<file path="src/rtl/flow_frame_collector.sv">
// Tags the incoming flow stream with raster coordinates, buffers it for a ready/valid consumer
// and keeps per-frame sample, motion and overflow statistics.
module flow_frame_collector #(
  parameter int IMAGE_WIDTH   = 320,
  parameter int IMAGE_HEIGHT  = 240,
  parameter int FLOW_WIDTH    = 16,
  parameter int FIFO_DEPTH    = 16,
  parameter int MOTION_THRESH = 128,
  parameter int CNT_WIDTH     = 17
) (
  input  logic                  clk,
  input  logic                  rst,
  input  logic                  start,
  input  logic                  src_done,
  input  logic [FLOW_WIDTH-1:0] flow_u,
  input  logic [FLOW_WIDTH-1:0] flow_v,
  input  logic                  flow_valid,
  output logic [9:0]            out_x,
  output logic [8:0]            out_y,
  output logic [FLOW_WIDTH-1:0] out_u,
  output logic [FLOW_WIDTH-1:0] out_v,
  output logic                  out_valid,
  input  logic                  out_ready,
  output logic                  busy,
  output logic                  done,
  output logic [CNT_WIDTH-1:0]  sample_count,
  output logic [CNT_WIDTH-1:0]  motion_count,
  output logic                  overflow
);

  localparam int AW = $clog2(FIFO_DEPTH);
  localparam int EW = 10 + 9 + 2 * FLOW_WIDTH;

  typedef enum logic [1:0] {IDLE, RUN, DRAIN} state_t;

  state_t          state, state_nxt;
  logic [9:0]      x;
  logic [8:0]      y;
  logic [EW-1:0]   mem [FIFO_DEPTH];
  logic [AW:0]     wptr, rptr;
  logic            empty, full, pop, push, last_pos;
  logic [FLOW_WIDTH:0]   u_ext, v_ext, abs_u, abs_v;
  logic [FLOW_WIDTH+1:0] mag;
  logic            is_motion;

  assign empty    = (wptr == rptr);
  assign full     = (wptr[AW] != rptr[AW]) && (wptr[AW-1:0] == rptr[AW-1:0]);
  assign pop      = !empty && out_ready;
  // A full FIFO still takes the sample when the head leaves in the same cycle.
  assign push     = (state == RUN) && flow_valid && (!full || pop);
  assign last_pos = (x == 10'(IMAGE_WIDTH - 1)) && (y == 9'(IMAGE_HEIGHT - 1));

  // One extra bit so the most negative input has a representable magnitude.
  assign u_ext     = {flow_u[FLOW_WIDTH-1], flow_u};
  assign v_ext     = {flow_v[FLOW_WIDTH-1], flow_v};
  assign abs_u     = u_ext[FLOW_WIDTH] ? (~u_ext + 1'b1) : u_ext;
  assign abs_v     = v_ext[FLOW_WIDTH] ? (~v_ext + 1'b1) : v_ext;
  assign mag       = {1'b0, abs_u} + {1'b0, abs_v};
  assign is_motion = (mag >= (FLOW_WIDTH+2)'(MOTION_THRESH));

  assign out_valid = !empty;
  assign busy      = (state != IDLE);
  assign {out_x, out_y, out_u, out_v} = empty ? '0 : mem[rptr[AW-1:0]];

  always_comb begin
    state_nxt = state;
    done      = 1'b0;
    case (state)
      IDLE:  if (start) state_nxt = RUN;
      RUN:   if ((flow_valid && last_pos) || src_done) state_nxt = DRAIN;
      DRAIN: begin
        if (empty) begin
          done      = 1'b1;
          state_nxt = IDLE;
        end
      end
      default: state_nxt = IDLE;
    endcase
  end

  always_ff @(posedge clk) begin
    if (push) mem[wptr[AW-1:0]] <= {x, y, flow_u, flow_v};
  end

  always_ff @(posedge clk) begin
    if (rst) begin
      state        <= IDLE;
      wptr         <= '0;
      rptr         <= '0;
      x            <= '0;
      y            <= '0;
      sample_count <= '0;
      motion_count <= '0;
      overflow     <= 1'b0;
    end else begin
      state <= state_nxt;
      if (push) wptr <= wptr + 1'b1;
      if (pop)  rptr <= rptr + 1'b1;
      if (state == IDLE && start) begin
        x            <= '0;
        y            <= '0;
        sample_count <= '0;
        motion_count <= '0;
        overflow     <= 1'b0;
      end
      // Raster position advances on every strobe, dropped or not.
      if (state == RUN && flow_valid) begin
        if (x == 10'(IMAGE_WIDTH - 1)) begin
          x <= '0;
          y <= y + 9'd1;
        end else begin
          x <= x + 10'd1;
        end
        if (!push) overflow <= 1'b1;
      end
      if (push && sample_count != '1) sample_count <= sample_count + 1'b1;
      if (push && is_motion && motion_count != '1) motion_count <= motion_count + 1'b1;
    end
  end

endmodule
</file>
<file path="config.mk">
export PLATFORM = sky130hd
export DESIGN_NAME = flow_frame_collector
export DESIGN_NICKNAME = d
export VERILOG_FILES = /design/src/rtl/flow_frame_collector.sv
export SDC_FILE = /design/constraint.sdc
export NUM_CORES = 1
export LEC_CHECK = 0
export ABC_CLOCK_PERIOD_IN_PS = 6800
export CAP_MARGIN = 0
export CORE_AREA = 2 2 250 252
export CTS_CLUSTER_DIAMETER = 60
export DETAILED_ROUTE_END_ITERATION = 10
export DIE_AREA = 0 0 252 254
export PLACE_DENSITY = 0.74
export RECOVER_POWER = 50
export SETUP_SLACK_MARGIN = 0.2
export SYNTH_ARGS = -nofsm -noshare
export SYNTH_HDL_FRONTEND = slang
export SYNTH_SLANG_ARGS = --single-unit
</file>
<file path="constraint.sdc">
create_clock -name clk -period 6.8 [get_ports clk]
set_input_delay 0.68 -clock clk [delete_from_list [all_inputs] [get_ports clk]]
set_output_delay 0.68 -clock clk [all_outputs]
set_load 0.005 [all_outputs]
</file>
# ---- After elaboration in Yosys (flattened, before gate mapping)
# Memories as Yosys holds them, arrays and structs flattened. A register that Yosys moved wholly into a read port is not among the register bits.
# Index checks and enable logic that the tools add are counted.
dict set report op_classes {
  addsub 9
  multipliers 0
  div_mod_pow 0
  order_cmp 1
  n_eq_ne 12
  n_shift 0
  n_mux 25
  bitwise_logic 2
  n_reduce_logical 20
}
# op n
set ops {}
lappend ops {{2-to-1 mux 17 bit} 5}
lappend ops {{adder 17 x 1 -> 17 bit, second input constant} 4}
lappend ops {{2-to-1 mux 51 bit} 1}
lappend ops {{!= test 17 bit, second input constant} 2}
lappend ops {{inverter 17 bit} 2}
lappend ops {{2-to-1 mux 10 bit} 3}
lappend ops {{2-to-1 mux 9 bit} 3}
lappend ops {{adder 17 x 17 -> 18 bit} 1}
lappend ops {{greater-or-equal comparator 18 x 8 -> 1 bit, second input constant} 1}
lappend ops {{adder 10 x 1 -> 10 bit, second input constant} 1}
lappend ops {{adder 5 x 1 -> 5 bit, second input constant} 2}
lappend ops {{== test 10 x 9 -> 1 bit, second input constant} 1}
lappend ops {{logical AND 1 bit} 10}
lappend ops {{adder 9 x 1 -> 9 bit, second input constant} 1}
lappend ops {{== test 9 x 8 -> 1 bit, second input constant} 1}
lappend ops {{2-to-1 mux 4 bit} 2}
lappend ops {{nonzero test 2 bit} 4}
lappend ops {{2-to-1 mux 1 bit} 7}
lappend ops {{2-to-1 mux 2 bit} 3}
lappend ops {{!= test 2 bit, second input constant} 3}
lappend ops {{case mux 2 bit (3 select lines)} 1}
lappend ops {{== test 5 bit} 1}
lappend ops {{== test 4 bit} 1}
lappend ops {{AND reduction 3 bit} 1}
lappend ops {{other kinds (6)} 8}
dict set report totals {
  register_bits 66
  latch_bits 0
  ram_bits 816
  mem_bits_ro 0
  inputBits 38
  out_inout_bits 89
  wordCells 78
  n_memories 1
}
# memory depth width rd rd_clocked_by_memory_dff write_ports line
set mem_list {}
lappend mem_list {mem 16 51 1 1 1 39} ;# logic [EW-1:0] mem [FIFO_DEPTH];

# ---- Longest topological paths before layout
dict set report logic_depth {
  word_depth 8
  mapped_depth 19
  depth_no_buf 16
}

# ---- Least setup slack after synthesis
# Ideal clock, no wire load.
dict set report synth_path {
  path_kind {in2reg}
  from {input port flow_valid}
  to {memory mem[3][0] (netlist name), enable pin}
  setup_ps 523
  t_arrival_ps 4954
  required_time_ps 6277
  slack_ps 1323
  stages 5
  n_path_buf 1
  path_cell_list {and2_1 > o31a_1 > clkbuf_1 > nand2_1 > nor3_1}
}
dict set report synth_between {
  elab_chain_len 4
}
# item line
set synth_lines {}
lappend synth_lines {{start, declared} 17} ;# input logic flow_valid,
lappend synth_lines {{logical AND 1 bit (2 in a row)} 50} ;# assign push = (state == RUN) && flow_valid && (!full || pop);
lappend synth_lines {{2-to-1 mux 1 bit} 82} ;# if (push) mem[wptr[AW-1:0]] <= {x, y, flow_u, flow_v};
lappend synth_lines {{2-to-1 mux 1 bit (not written as such)} 82}
lappend synth_lines {{end, declared} 39}
# No other way between the ends.

# ---- Worst setup path in the final report
dict set report layout_path {
  from {input port flow_u[5]}
  to {register motion_count[0]}
}
dict set report layout_between {
  elab_chain_len 8
  elab_cells_between_ends 9
  classes_between {add/sub (2); order compare (1); mux (2); bitwise (1); reduce/logical (3)}
}
# item line
set layout_lines {}
lappend layout_lines {{start, declared} 15} ;# input logic [FLOW_WIDTH-1:0] flow_u,
lappend layout_lines {{inverter 17 bit} 56} ;# assign abs_u = u_ext[FLOW_WIDTH] ? (~u_ext + 1'b1) : u_ext;
lappend layout_lines {{adder 17 x 1 -> 17 bit} 56}
lappend layout_lines {{2-to-1 mux 17 bit (*)} 56}
lappend layout_lines {{adder 17 x 17 -> 18 bit (*)} 58} ;# assign mag = {1'b0, abs_u} + {1'b0, abs_v};
lappend layout_lines {{greater-or-equal comparator 18 x 8 -> 1 bit (*)} 59} ;# assign is_motion = (mag >= (FLOW_WIDTH+2)'(MOTION_THRESH));
lappend layout_lines {{logical AND 1 bit (*) (2 in a row)} 117} ;# if (push && is_motion && motion_count != '1) motion_count <= motion_count + 1'b1;
lappend layout_lines {{2-to-1 mux 17 bit or nonzero test 2 bit (tied branches)} --}
lappend layout_lines {{end signal, assigned} 117}
lappend layout_lines {{end, declared} 27} ;# output logic [CNT_WIDTH-1:0] motion_count,
# Every way passes the cells marked *; elsewhere a longest branch is shown, timed or not.
# A chain may end at the register's enable or synchronous reset.

==> flow_metrics.tcl <==
set metrics [dict create \
    grt_pass1_wl_um 120000 \
    start_kind "input port" \
    antenna_found_initial 2 \
    dr.pass1.iters 5 \
    cts_max_path_buffers 3 \
    worstMarginPinSlew_ns 1.84 \
    die-width_um 252 \
    crit_top_cell "or4_1" \
    cts_hold_buf 0 \
    final_cells 2868 \
    critPathMaxStageDelay_ns 0.62 \
    irDropWorstVdd_mv 0.182 \
    seqPwrFrac 0.514 \
    cts_tree "done" \
    cts.htree.levels 3 \
    relSlewSlack -0.228 \
    r2r_start "state[0]" \
    cts_resized 0 \
    grt_usage 0.259 \
    viasPerCell 6.47 \
    cp_cell_sequence "dlygate4sd3_1 -> clkbuf_1 -> or4_1 -> or3_1 -> or4_1 -> o31ai_1 -> xnor2_1 -> ha_1 -> a21oi_1 -> nand2_1 -> o221ai_1 -> nand4_1 -> nor4_1 -> nand3_1 -> a21oi_2 -> mux2_2" \
    status "finished, violations left" \
    num_rows 91 \
    layout_commonest_cell "edfxtp_1" \
    pwr-share-comb 0.084 \
    holdCritStartpoint "overflow" \
    fin_skew_ns 0.0250 \
    grt_pass1_vias 18999 \
    ant_nets 0 \
    hold_ws_ns 0.496 \
    switching_share 0.216 \
    clock_latency_ns 0.64 \
    clockPowerShare 0.402 \
    max_freq_mhz 174 \
    leakagePower_nw 12.1 \
    r2r_setup_slack_ns 2.32 \
    rsz0062_at_grt "no" \
    cpMaxStageDelayCell "or4_1" \
    fin_tns_setup_ns 0 \
    setup_viol 0 \
    cts_setup_buffers 0 \
    route.detailed.drc 0 \
    synth.avg_cell_area_um2 19.5 \
    dp.final_hpwl_um 42200 \
    syn2layout_area_growth_pct 14.2 \
    hold_viol_final 0 \
    port_buffers 126 \
    ys.flop_type "edfxtp_1" \
    routed-via-count 18563 \
    drive_gt1_frac 0.221 \
    grt_max_degree 72 \
    netSwitchingPower_mw 2.52 \
    synth-edff-count 816 \
    nNetsFinal 2077 \
    min_to "overflow" \
    die_y_um 254 \
    finalPower_mw 11.6 \
    start_util 0.585 \
    die_area_um2 64000 \
    synth_cells 1838 \
    rr_worst_depth 6 \
    ys_ff_latch 886 \
    synth_cell_types 71 \
    netlist_area_um2 35800 \
    min_period_over_period 0.847 \
    hold-path-cell-count 2 \
    path_max_fanout 19 \
    power_density_nw_per_um2 284 \
    dpl.cell_count 2710 \
    final_cell_mix "edfxtp_1, mux4_2, clkbuf_16" \
    place_congestion 0.813 \
    core_um2 61300 \
    wl_per_cell_um 28.1 \
    num_io_pins 127 \
    hold_path.class "flop to flop" \
    nFillCells 3933 \
    clk_pin_slew_ns 0.06 \
    maxCapViolations 2 \
    violations "max-capacitance violations, max-slew violations" \
    wl_um 80500 \
    drt_iter0_drc 1883 \
    end_kind "flop" \
    slew_viol_final 27 \
    numCtsBuffers 86 \
    synthArstFlopShare 0 \
    yosysWarnings 0 \
    ys_seq_area_frac 0.723 \
    p_int_mw 9.10 \
    period_needed_ns 5.76 \
    path_class "input port to flop" \
    cts.sinks 886 \
    grt_overflow 0 \
    root_buffer "clkbuf_16" \
    cp.arrival_ns 6.33 \
    crit_required_ns 7.37 \
    worstReg2RegEnd "mem[9][5]" \
]
==> registers in the layout, summed over array words and instances (netlist names), named ones only <==
| signal | count |
|---|---|
| x | 10 |
| sample_count | 17 |
| wptr | 5 |
| overflow | 1 |
| mem | 816 |
| rptr | 5 |
| state | 2 |
| motion_count | 17 |
| y | 9 |
==> power groups by stage <==
stage	registers (mW)	clock network [mW]	logic [mW]
2_1_floorplan	6.06	0	0.644
3_3_place_gp	6.09	0	0.986
3_5_place_dp	6.09	0	0.989
4_1_cts	5.97	4.73	0.997
5_1_grt	5.97	4.94	1.06
6_report	5.97	4.67	0.978
==> how the worst max path moves through the flow <==
| stage | slack (ns) | endpoint | startpoint | cells past startpoint |
|---|---|---|---|---|
| final | 1.04 | motion_count[0] | flow_u[5] | 16 |
| after global routing | 0.72 | motion_count[0] | flow_u[5] | 16 |
| after CTS | 1.43 | motion_count[0] | flow_u[1] | 15 |
| after detailed placement | 0.82 | motion_count[0] | flow_u[1] | 15 |
| after global placement | 0.92 | motion_count[0] | flow_u[1] | 15 |
| after floorplan | 1.32 | mem[3][0] | flow_valid | 5 |
==> metal layers <==
layer	track usage	vias to the layer above	wire length (um)
met5	0	-	13
met2	0.417	787	39700
met4	0.0740	2	1740
met1	0.376	9779	33400
li1	-	7876	-
met3	0.0369	119	5690
==> logic make-up after synthesis <==
| family | count (synthesis) | share of synthesized area |
|---|---|---|
| flip-flops | 886 | 0.723 |
| AND/OR/NAND/NOR | 368 | 0.0530 |
| multiplexers | 265 | 0.163 |
| AO/OA/AOI/OAI | 134 | 0.0259 |
| buffers and inverters | 104 | 0.0119 |
| XOR/XNOR | 49 | 0.0120 |
| adder cells (fa/ha/maj) | 31 | 0.0110 |
| other | 1 | 0.000105 |
==> stage by stage <==
step,utilization,setup WS (ns),cell area [um^2]
after global placement,0.624,0.918,38200
after detailed placement,0.624,0.815,38200
after CTS,0.669,1.43,41000
after global routing,0.668,0.724,40900
after floorplan,-,1.32,35800
final,0.668,1.04,40900
==> layout make-up <==
class                           instances  area, um^2  area share
Timing Repair Buffer                  171        1590      0.0388
Antenna cell                            1        2.50   0.0000612
Sequential cell                       886       25900       0.633
Clock buffer                          120        2410      0.0590
Tap cell                              790         988      0.0242
Clock inverter                         37         350     0.00856
Inverter                               14        52.6     0.00128
Multi-Input combinational cell        849        9600       0.235
==> cell usage after synthesis (all sizes together) (3+ instances only) <==
cell type / n / area share
o211ai: 5 / 0.0010
nand3: 19 / 0.0027
nand2: 80 / 0.0084
and3: 13 / 0.0023
and2: 3 / 0.00056
a31oi: 4 / 0.00070
nor2: 90 / 0.0094
ha: 30 / 0.010
o41ai: 4 / 0.00098
nor3b: 7 / 0.0015
buf: 30 / 0.0042
xor2: 12 / 0.0029
nor2b: 58 / 0.010
o31ai: 9 / 0.0020
o21ai: 33 / 0.0046
and4: 3 / 0.00073
nand4: 17 / 0.0030
a21oi: 35 / 0.0053
nor4: 16 / 0.0030
edfxtp: 816 / 0.68
mux4: 255 / 0.16
nor3: 16 / 0.0024
nand3b: 3 / 0.00063
xnor2: 37 / 0.0090
dfxtp: 70 / 0.039
or2: 7 / 0.0012
clkbuf: 60 / 0.0063
mux2: 7 / 0.0022
a221o: 11 / 0.0031
a311oi: 3 / 0.00073
inv: 14 / 0.0015
mux2i: 3 / 0.00084
a211oi: 8 / 0.0021
or4: 7 / 0.0016
nand2b: 13 / 0.0023
or3: 11 / 0.0019
==> critical path: cells and delay by family <==
| family | cells | cell delay (ns) |
|---|---|---|
| AND/OR/NAND/NOR | 7 | 2.51 |
| adder cells (fa/ha/maj) | 1 | 0.44 |
| multiplexers | 1 | 0.27 |
| buffers and inverters | 2 | 0.93 |
| AO/OA/AOI/OAI | 4 | 1.39 |
| XOR/XNOR | 1 | 0.11 |
Note: power is estimated with default switching activity, not from simulation.
